===== src/rtl/inlier_tally_pkg.sv =====
// Shared types for the inlier tally stage: plane/vector types, counter widths and FSM states.
// Stats build switch: INLIER_TALLY_STATS_EN (adds hypothesis/point counters).
package inlier_tally_pkg;

    localparam int COUNT_WIDTH = 21;
    localparam int STAT_WIDTH  = 32;

    typedef logic [31:0] single_t;

    typedef struct packed {
        single_t x;
        single_t y;
        single_t z;
    } vector3s_s;

    typedef logic [COUNT_WIDTH-1:0] tally_t;
    typedef logic [STAT_WIDTH-1:0]  stat_t;

    typedef struct packed {
        vector3s_s n;
        single_t   d;
    } plane_s;

    typedef enum logic [1:0] {
        ST_IDLE,
        ST_COUNT,
        ST_COMPARE,
        ST_DONE
    } state_e;

endpackage


===== src/rtl/inlier_tally_if.sv =====
// Hypothesis, inlier-stream and result signals of inlier_tally grouped as one bus.
// Stat outputs exist only when INLIER_TALLY_STATS_EN is defined.
interface inlier_tally_if;
    import inlier_tally_pkg::*;

    logic      clear;
    logic      hvalid;
    logic      hready;
    vector3s_s hn;
    single_t   hd;
    tally_t    hpoints;
    logic      ivalid;
    logic      iready;
    logic      inlier;
    logic      ovalid;
    logic      oacknowledge;
    tally_t    count;
    logic      improved;
    logic      best_valid;
    vector3s_s best_n;
    single_t   best_d;
    tally_t    best_count;
`ifdef INLIER_TALLY_STATS_EN
    stat_t     stat_hypotheses;
    stat_t     stat_points;
`endif

    modport slave (
        input  clear, hvalid, hn, hd, hpoints, ivalid, inlier, oacknowledge,
        output hready, iready, ovalid, count, improved,
               best_valid, best_n, best_d, best_count
`ifdef INLIER_TALLY_STATS_EN
        , output stat_hypotheses, stat_points
`endif
    );

    modport master (
        output clear, hvalid, hn, hd, hpoints, ivalid, inlier, oacknowledge,
        input  hready, iready, ovalid, count, improved,
               best_valid, best_n, best_d, best_count
`ifdef INLIER_TALLY_STATS_EN
        , input stat_hypotheses, stat_points
`endif
    );

endinterface


===== src/rtl/inlier_tally_best_plane_reg.sv =====
// Best-so-far plane register: compares a finished tally against the stored best and
// replaces it on a strict improvement (ties keep the older plane).
module best_plane_reg
    import inlier_tally_pkg::*;
(
    input  logic   clock,
    input  logic   reset,
    input  logic   clear_i,
    input  logic   compare_i,
    input  plane_s cur_i,
    input  tally_t tally_i,
    output logic   replace_o,
    output logic   best_valid_o,
    output plane_s best_o,
    output tally_t best_count_o
);

    logic   best_valid_q;
    plane_s best_q;
    tally_t best_count_q;

    assign replace_o    = !best_valid_q || (tally_i > best_count_q);
    assign best_valid_o = best_valid_q;
    assign best_o       = best_q;
    assign best_count_o = best_count_q;

    always_ff @(posedge clock or negedge reset) begin
        if (!reset) begin
            best_valid_q <= 1'b0;
            best_q       <= '0;
            best_count_q <= '0;
        end else if (clear_i) begin
            best_valid_q <= 1'b0;
            best_q       <= '0;
            best_count_q <= '0;
        end else if (compare_i && replace_o) begin
            best_valid_q <= 1'b1;
            best_q       <= cur_i;
            best_count_q <= tally_i;
        end
    end

endmodule


===== src/rtl/inlier_tally.sv =====
// Tallies inlier flags for one plane hypothesis and keeps the best-scoring plane.
// Optional statistics counters are enabled with INLIER_TALLY_STATS_EN.
module inlier_tally
    import inlier_tally_pkg::*;
(
    input  logic           clock,
    input  logic           reset,
    inlier_tally_if.slave  bus
);

    state_e state_q, state_d;
    plane_s cur_q, cur_d;
    tally_t remaining_q, remaining_d;
    tally_t tally_q, tally_d;
    tally_t count_q, count_d;
    logic   improved_q, improved_d;

    logic   idle, clear_best, xfer, compare, replace;
    plane_s best_plane;

    assign idle       = (state_q == ST_IDLE);
    assign clear_best = idle && bus.clear;
    assign compare    = (state_q == ST_COMPARE);
    assign xfer       = bus.ivalid && bus.iready;

    // hready is gated by reset so the whole bus reads zero while reset is held
    assign bus.hready   = reset && idle;
    assign bus.iready   = (state_q == ST_COUNT) && (remaining_q != '0);
    assign bus.ovalid   = (state_q == ST_DONE);
    assign bus.count    = count_q;
    assign bus.improved = improved_q;
    assign bus.best_n   = best_plane.n;
    assign bus.best_d   = best_plane.d;

    always_comb begin
        state_d     = state_q;
        cur_d       = cur_q;
        remaining_d = remaining_q;
        tally_d     = tally_q;
        count_d     = count_q;
        improved_d  = improved_q;
        unique case (state_q)
            ST_IDLE: begin
                if (bus.hvalid && !bus.clear) begin
                    cur_d       = '{n: bus.hn, d: bus.hd};
                    remaining_d = bus.hpoints;
                    tally_d     = '0;
                    state_d     = ST_COUNT;
                end
            end
            ST_COUNT: begin
                if (remaining_q == '0) begin
                    state_d = ST_COMPARE;
                end else if (xfer) begin
                    tally_d     = tally_q + tally_t'(bus.inlier);
                    remaining_d = remaining_q - 1'b1;
                end
            end
            ST_COMPARE: begin
                count_d    = tally_q;
                improved_d = replace;
                state_d    = ST_DONE;
            end
            ST_DONE: begin
                if (bus.oacknowledge) state_d = ST_IDLE;
            end
            default: state_d = ST_IDLE;
        endcase
    end

    always_ff @(posedge clock or negedge reset) begin
        if (!reset) begin
            state_q     <= ST_IDLE;
            cur_q       <= '0;
            remaining_q <= '0;
            tally_q     <= '0;
            count_q     <= '0;
            improved_q  <= 1'b0;
        end else begin
            state_q     <= state_d;
            cur_q       <= cur_d;
            remaining_q <= remaining_d;
            tally_q     <= tally_d;
            count_q     <= count_d;
            improved_q  <= improved_d;
        end
    end

    best_plane_reg u_best (
        .clock        (clock),
        .reset        (reset),
        .clear_i      (clear_best),
        .compare_i    (compare),
        .cur_i        (cur_q),
        .tally_i      (tally_q),
        .replace_o    (replace),
        .best_valid_o (bus.best_valid),
        .best_o       (best_plane),
        .best_count_o (bus.best_count)
    );

`ifdef INLIER_TALLY_STATS_EN
    stat_t stat_hyp_q, stat_pts_q;

    function automatic stat_t sat_inc(input stat_t v);
        return (v == '1) ? v : v + 1'b1;
    endfunction

    assign bus.stat_hypotheses = stat_hyp_q;
    assign bus.stat_points     = stat_pts_q;

    always_ff @(posedge clock or negedge reset) begin
        if (!reset) begin
            stat_hyp_q <= '0;
            stat_pts_q <= '0;
        end else if (clear_best) begin
            stat_hyp_q <= '0;
            stat_pts_q <= '0;
        end else begin
            if (compare) stat_hyp_q <= sat_inc(stat_hyp_q);
            if (xfer)    stat_pts_q <= sat_inc(stat_pts_q);
        end
    end
`endif

endmodule


===== src/flat_wrapper.sv =====
// flat-port wrapper written by rule: the top's interface ports become plain ports
module inlier_tally_flat import inlier_tally_pkg::*;
  (clock, reset, bus_clear, bus_hvalid, bus_hn, bus_hd, bus_hpoints, bus_ivalid, bus_inlier, bus_oacknowledge, bus_hready, bus_iready, bus_ovalid, bus_count, bus_improved, bus_best_valid, bus_best_n, bus_best_d, bus_best_count);
  inlier_tally_if bus_i ();
  input  logic clock;
  input  logic reset;
  input wire logic [$bits(bus_i.clear)-1:0] bus_clear;
  input wire logic [$bits(bus_i.hvalid)-1:0] bus_hvalid;
  input wire logic [$bits(bus_i.hn)-1:0] bus_hn;
  input wire logic [$bits(bus_i.hd)-1:0] bus_hd;
  input wire logic [$bits(bus_i.hpoints)-1:0] bus_hpoints;
  input wire logic [$bits(bus_i.ivalid)-1:0] bus_ivalid;
  input wire logic [$bits(bus_i.inlier)-1:0] bus_inlier;
  input wire logic [$bits(bus_i.oacknowledge)-1:0] bus_oacknowledge;
  output wire logic [$bits(bus_i.hready)-1:0] bus_hready;
  output wire logic [$bits(bus_i.iready)-1:0] bus_iready;
  output wire logic [$bits(bus_i.ovalid)-1:0] bus_ovalid;
  output wire logic [$bits(bus_i.count)-1:0] bus_count;
  output wire logic [$bits(bus_i.improved)-1:0] bus_improved;
  output wire logic [$bits(bus_i.best_valid)-1:0] bus_best_valid;
  output wire logic [$bits(bus_i.best_n)-1:0] bus_best_n;
  output wire logic [$bits(bus_i.best_d)-1:0] bus_best_d;
  output wire logic [$bits(bus_i.best_count)-1:0] bus_best_count;
  assign bus_i.clear = bus_clear;
  assign bus_i.hvalid = bus_hvalid;
  assign bus_i.hn = bus_hn;
  assign bus_i.hd = bus_hd;
  assign bus_i.hpoints = bus_hpoints;
  assign bus_i.ivalid = bus_ivalid;
  assign bus_i.inlier = bus_inlier;
  assign bus_i.oacknowledge = bus_oacknowledge;
  assign bus_hready = bus_i.hready;
  assign bus_iready = bus_i.iready;
  assign bus_ovalid = bus_i.ovalid;
  assign bus_count = bus_i.count;
  assign bus_improved = bus_i.improved;
  assign bus_best_valid = bus_i.best_valid;
  assign bus_best_n = bus_i.best_n;
  assign bus_best_d = bus_i.best_d;
  assign bus_best_count = bus_i.best_count;
  inlier_tally u_core (.clock(clock), .reset(reset), .bus(bus_i));
endmodule

===== config.mk =====
export PLATFORM = sky130hd
export DESIGN_NAME = inlier_tally_flat
export DESIGN_NICKNAME = d
export VERILOG_FILES = /design/src/rtl/inlier_tally_pkg.sv /design/src/rtl/inlier_tally_if.sv /design/src/rtl/inlier_tally_best_plane_reg.sv /design/src/rtl/inlier_tally.sv /design/src/flat_wrapper.sv
export SDC_FILE = /design/constraint.sdc
export NUM_CORES = 1
export LEC_CHECK = 0
export CAP_MARGIN = 25
export CORE_UTILIZATION = 40
export CTS_CLUSTER_SIZE = 14
export DETAILED_ROUTE_END_ITERATION = 8
export PLACE_DENSITY = 0.67
export SLEW_MARGIN = 30
export SYNTH_ARGS = -nofsm -noshare
export SYNTH_HDL_FRONTEND = slang
export SYNTH_SLANG_ARGS = --single-unit

===== constraint.sdc =====
create_clock -name clock -period 3.08 [get_ports clock]
set_input_delay 0.616 -clock clock [delete_from_list [all_inputs] [get_ports clock]]
set_output_delay 0.616 -clock clock [all_outputs]
set_load 0.01 [all_outputs]

==> results.yml, run 1 <==
worst_setup_path:
  reg2reg_to: "u_core.u_best.best_o[4]"
  crit_end: "bus_iready"
  end_kind: "primary output"
  reg2regPathDepth: 9
  rrSetupSlack_ps: 450
  start_kind: "register"
  r2r-start: "u_core.u_best.best_count_o[10]"
  worstSetupPathType: "reg -> out"
  startpoint: "u_core.remaining_q[5]"
  arrival_ps: 2150
  cp.required_ps: 2460
  path_max_fanout: 7
cts:
  htree_levels: 2
  cts_root_buffer: "clkbuf_16"
  insertion_delay_ps: 540
  cts.sinks: 344
  cts_made_buffers: 38
  clk_path_buf_depth: 3
  path_clk_slew_ps: 60
  cts_tree: "built"
status:
  status: "completed"
sta:
  rsz0062_at_grt: "false"
  setup_violations: 0
  fin_crit_sh: 0.8977
  finalMaxSlewViolations: 0
  hold_viol: 0
  whs_ps: 468.9
  slew_headroom: 0.5300
  fin_skew_ps: 28.39
  tightest_slew_ps: 703.3
  timing.fmax_ghz: 0.3617
  fin_tns_setup_ps: 0
  period_needed_ps: 2765
grt:
  antenna_found_initial: 3
  grt_max_degree: 172
  grtUsageTotal: 0.2022
  grt-ovfl-total: 0
  grt_pass1_vias: 10240
  grt_pass1_wl_um: 56890
synth:
  syn_nets: 1218
  avgSynthCellArea_um2: 13.49
  synth_cells: 1034
  synth-edff-count: 0
  syn-cell-area_um2: 13950
  ys_seq_elements: 344
  synth_ff_type: "dfrtp_1"
  synth_cell_types: 60
  yosysWarnings: 0
  seq_area_frac_synth: 0.6173
  async_reset_ff_frac: 1.000
drt:
  drc: 0
  ant_nets: 0
  viasPerCell: 5.249
  drt_iter0_drc: 527
  drtPass1Iterations: 4
  routedWlPerCell_um: 19.25
  wirelength_um: 35800
  num_vias: 9764
hold_path:
  hp-class: "reg -> reg"
cells_and_area:
  drive_gt1_frac: 0.1853
  multi_input_area_um2: 4975
  ff_latch_area_um2: 8610
  nNetsFinal: 1564
  areaGrowthSynthToFinish_pct: 37.66
  fillers: 2848
floorplanning:
  placementRows: 68
  initial_core_util: 0.4047
  die_h_um: 188.7
  ios: 331
  coreArea_um2: 34460
  die_area_um2: 35620
  dieWidth_um: 188.7
power_and_ir_drop:
  p_per_area_nw_per_um2: 926.5
  ir_drop_v: 0.0006106
  power_w: 0.01779
  p_leak_nw: 8.451
placed_design:
  dp_hpwl_um: 24100
  port_buffers: 330
  gp_congestion: 0.8387
flow_run:
  cap_violations: 0
flip-flops by register name, indices dropped and copies added, names as in the netlist, 2 cells and up:
register                    flops
u_core.remaining_q             21
u_core.u_best.best_o          128
u_core.bus.count               21
u_core.tally_q                 21
u_core.state_q                  2
u_core.u_best.best_count_o     21
u_core.cur_q                  128
worst max-delay path, stage by stage, from the launching register on:
cell,delay [ps]
dfrtp_2,450
or4_4,550
nor2_2,130
and3_1,210
a21oi_1,120
dlymetal6s2s_1,190
power by group:
group	switching [W]	internal [W]
logic	0.00300	0.00337
registers	0.000987	0.00613
clock network	0.00179	0.00251
total	0.00578	0.0120
layout make-up:
| cell class | count | share of cell area |
|---|---|---|
| antenna | 2 | 0.0002607 |
| clock inverter | 7 | 0.004106 |
| timing repair buffer | 367 | 0.1959 |
| tap | 455 | 0.02966 |
| inverter | 32 | 0.006257 |
| sequential | 344 | 0.4485 |
| clock buffer | 56 | 0.05618 |
| multi-input combinational | 597 | 0.2591 |
how the worst min path moves through the flow:
stage               slack, ps  cells after the start             start                       end
detailed placement        480                      1             reset           u_core.cur_q[5]
floorplan                 320                      0             reset       u_core.bus.count[0]
global placement          470                      1  u_core.cur_q[83]  u_core.u_best.best_o[83]
finish                    470                      1   u_core.cur_q[9]   u_core.u_best.best_o[9]
CTS                       470                      1   u_core.cur_q[9]   u_core.u_best.best_o[9]
global route              490                      1   u_core.cur_q[9]   u_core.u_best.best_o[9]
per-layer routing:
| metal | wire length, µm | vias to the layer above | share of wire | GRT usage |
|---|---|---|---|---|
| li1 | - | 4495 | - | - |
| met1 | 14950 | 4910 | 0.42 | 0.2584 |
| met2 | 17080 | 284 | 0.48 | 0.3252 |
| met3 | 2581 | 73 | 0.072 | 0.06091 |
| met4 | 1177 | 2 | 0.033 | 0.07165 |
| met5 | 12 | - | 0.00034 | 0 |
cells by family after synthesis:
kind of cell | synth area share
flops | 0.6173
xor+xnor | 0.008164
buf+inv | 0.02862
fa+ha+maj | 0.02512
compound gates | 0.1332
mux | 0.1250
simple gates | 0.06262
metrics by stage:
stage,utilization,cells,cell area [µm²],setup slack (ps)
6_report,0.5571,1860,19200,315.0
5_1_grt,0.5571,1860,19200,217.0
4_1_cts,0.5559,1857,19150,2.112
3_5_place_dp,0.5218,1793,17980,336.4
3_3_place_gp,0.5218,1793,17980,369.8
2_1_floorplan,-,1034,13950,704.1
cell usage after synthesis (2+ instances only):
master    instances  area [µm²]
a22o_1          150        1314
dfrtp_1         344        8608
and4_1            3       26.28
or4_4             2       22.52
nand4_1           6       37.54
mux2i_1           5       50.05
clkbuf_1         25       93.84
nor2_1           32       120.1
nand2_1          34       127.6
nor3_1           19       95.09
mux2_2          149        1678
buf_1             3       11.26
and3b_1           2       17.52
nor4_2            2       25.02
o22ai_1          13       81.33
nand2b_1          5       31.28
or3_1             3       18.77
and3_1            3       18.77
inv_1            31       116.4
a211oi_1          3       22.52
xor2_1            2       17.52
and2_1            5       31.28
nand3_1          25       125.1
nor2b_1           3       18.77
a21oi_1          30       150.1
xnor2_1          11       96.34
buf_4             2       15.01
o21ai_0          27       135.1
ha_1             28       350.3
buf_2            30       150.1
nor4_1            8       50.05
cell usage in the layout, fill, tap and decap left out, types with 2 or more instances in the layout:
cell               n
a211oi_1           3
a21oi_1           29
a22o_1           150
and2_1             5
and3_1             3
and4_1             3
buf_12            12
buf_4             23
clkbuf_1          12
clkbuf_16         38
clkbuf_8           6
clkdlybuf4s50_1  328
clkinv_2           3
dfrtp_1          343
diode_2            2
ha_1              27
inv_1             31
inv_6              2
mux2_2           149
mux2i_1            5
nand2_1           33
nand2b_1           5
nand3_1           25
nand4_1            6
nor2_1            32
nor2b_1            3
nor3_1            18
nor4_1             8
nor4_2             2
o21ai_0           27
o22ai_1           13
or3_1              3
or4_4              2
xnor2_1           11
xor2_1             2
what timing repair did:
item | 4_1_cts | 5_1_grt
gates resized for setup | 2 | 3
buffers inserted | 0 | 0
endpoints found under the setup margin | 1 | 1
endpoints found under the hold margin | 26 | 0
gates cloned | 0 | 0
hold buffers | 1 | 0
(Power assumes the default switching activity.)
==> run 2, diff against run 1 <==
Settings changed: CORE_ASPECT_RATIO set to 1.5.
==> run 2 against run 1 <==
Net effect: register-to-register slack lost 80 ps; utilization grew 0.090 points; maximum frequency shrank 4.9%; clock power grew 4.9%; largest cell class unchanged; die area is essentially flat; design area shrank 0.38%; non-clock buffer count shrank 5; flip-flop and latch count is the same; global-route usage grew 0.71 points; clock-buffer cell count shrank 6; sequential power shrank 0.6%; combinational power shrank 0.6%.
==> results.yml, run 2 (synthesis results as in run 1) <==
cells_and_area:
  final_common_cell: "dfrtp_1"
  drive_gt1_frac: 0.1868
  fillers: 2834
  areaGrowthSynthToFinish_pct: 37.13
  final_util: 0.5580
  final_cell_mix: "343 x dfrtp_1, 328 x clkdlybuf4s50_1, 150 x a22o_1, 149 x mux2_2, 35 x clkbuf_16"
  nNetsFinal: 1556
  finish.instance_area_um2: 19120
placed_design:
  port_buffers: 330
  place_area_um2: 17850
  gp_congestion: 0.8576
  place_worst_setup_slack_ps: 305.1
  dp_hpwl_um: 24730
drt:
  wirelength_um: 37040
  drc: 0
  viasPerCell: 5.391
  routedWlPerCell_um: 20.31
  num_vias: 9834
  ant_nets: 0
  drt_iter0_drc: 404
  drtPass1Iterations: 5
floorplanning:
  placementRows: 83
  coreArea_um2: 34270
  initial_core_util: 0.4069
  die_area_um2: 35630
  die_h_um: 230.7
  ios: 331
  dieWidth_um: 154.5
cts:
  cts.sinks: 344
  htree_levels: 2
  path_clk_slew_ps: 60
  insertion_delay_ps: 520
  cts_tree: "built"
  post_cts_buffers: 0
  cts_made_buffers: 35
  cts_root_buffer: "clkbuf_16"
  clk_path_buf_depth: 3
power_and_ir_drop:
  p_per_area_nw_per_um2: 937.3
  ir_drop_v: 0.0006295
  p_leak_nw: 8.428
sta:
  setup_slack_ps: 174.0
  finalMaxSlewViolations: 0
  period_needed_ps: 2906
  rsz0062_at_grt: "false"
  fin_crit_sh: 0.9435
  fin_skew_ps: 14.51
  setup_violations: 0
  tightest_slew_ps: 726.8
  fin_tns_setup_ps: 0
  timing.fmax_ghz: 0.3441
  hold_viol: 0
  slew_headroom: 0.5155
hold_path:
  hp-class: "in -> async"
worst_setup_path:
  arrival_ps: 2290
  cp.required_ps: 2460
  start_kind: "register"
  path_max_fanout: 7
  worstSetupPathType: "reg -> out"
  end_kind: "primary output"
grt:
  grt_max_degree: 165
  grt_pass1_wl_um: 58240
  grt_pass1_vias: 10280
  grtUsageTotal: 0.2093
  antenna_found_initial: 3
  grt-ovfl-total: 0
flow_run:
  cap_violations: 0
status:
  status: "completed"
[run 2: routing by layer]
layer	global-route usage	vias to the layer above	routed length (µm)	share of wire
met2	0.3672	291	19380	0.52
met3	0.04749	80	2093	0.057
met5	0	-	13	0.00035
li1	-	4466	-	-
met4	0.07952	2	1194	0.032
met1	0.2484	4995	14360	0.39
[run 2: critical path, cell delays in order (launching register included)]
cell	delay, ps
dfrtp_2	450
or4_4	540
nor2_2	120
and3_1	250
a21oi_1	120
dlygate4sd2_1	300
[run 2: final cells by class]
type,instances,area (µm²),area share
multi-input combinational,597,4961,0.2594
inverter,32,120.1,0.006281
sequential,344,8610,0.4502
clock inverter,12,173.9,0.009095
antenna,2,5.005,0.0002617
tap,425,531.8,0.02781
timing repair buffer,362,3670,0.1919
clock buffer,50,1052,0.05503
[run 2: metrics by stage]
stage / hold slack, ps / cells / power (W)
floorplan: 320.4 / 1034 / 0.01078
finish: 484.5 / 1824 / 0.01792
global route: 473.3 / 1824 / 0.01893
global placement: 424.5 / 1758 / 0.01331
detailed placement: 423.3 / 1758 / 0.01353
CTS: 460.6 / 1821 / 0.01815
[run 2: report_power, final]
group / leakage [nW] / internal (W) / switching, W
sequential: 4.39 / 0.00613 / 0.000951
clock: 0.607 / 0.00272 / 0.00179
combinational: 3.43 / 0.00330 / 0.00304
[run 2: timing repair]
item | 4_1_cts | 5_1_grt
hold buffers | 1 | 0
endpoints found under the setup margin | 1 | 0
endpoints found under the hold margin | 3 | 0
resized for setup | 2 | 0
[run 2: final timing paths]
| path | start | to | slack [ps] | cells after the start |
|---|---|---|---|---|
| max in group asynchronous | reset | u_core.cur_q[23] | 1480 | 4 |
| hold / removal | reset | u_core.bus.count[10] | 480 | 2 |
| setup reg to reg | u_core.u_best.best_count_o[12] | u_core.u_best.best_o[63] | 370 | 9 |
| min in group clock | u_core.cur_q[30] | u_core.u_best.best_o[30] | 490 | 1 |
| hold reg to reg | u_core.cur_q[30] | u_core.u_best.best_o[30] | 490 | 1 |
| setup / recovery | u_core.remaining_q[5] | bus_iready | 170 | 5 |
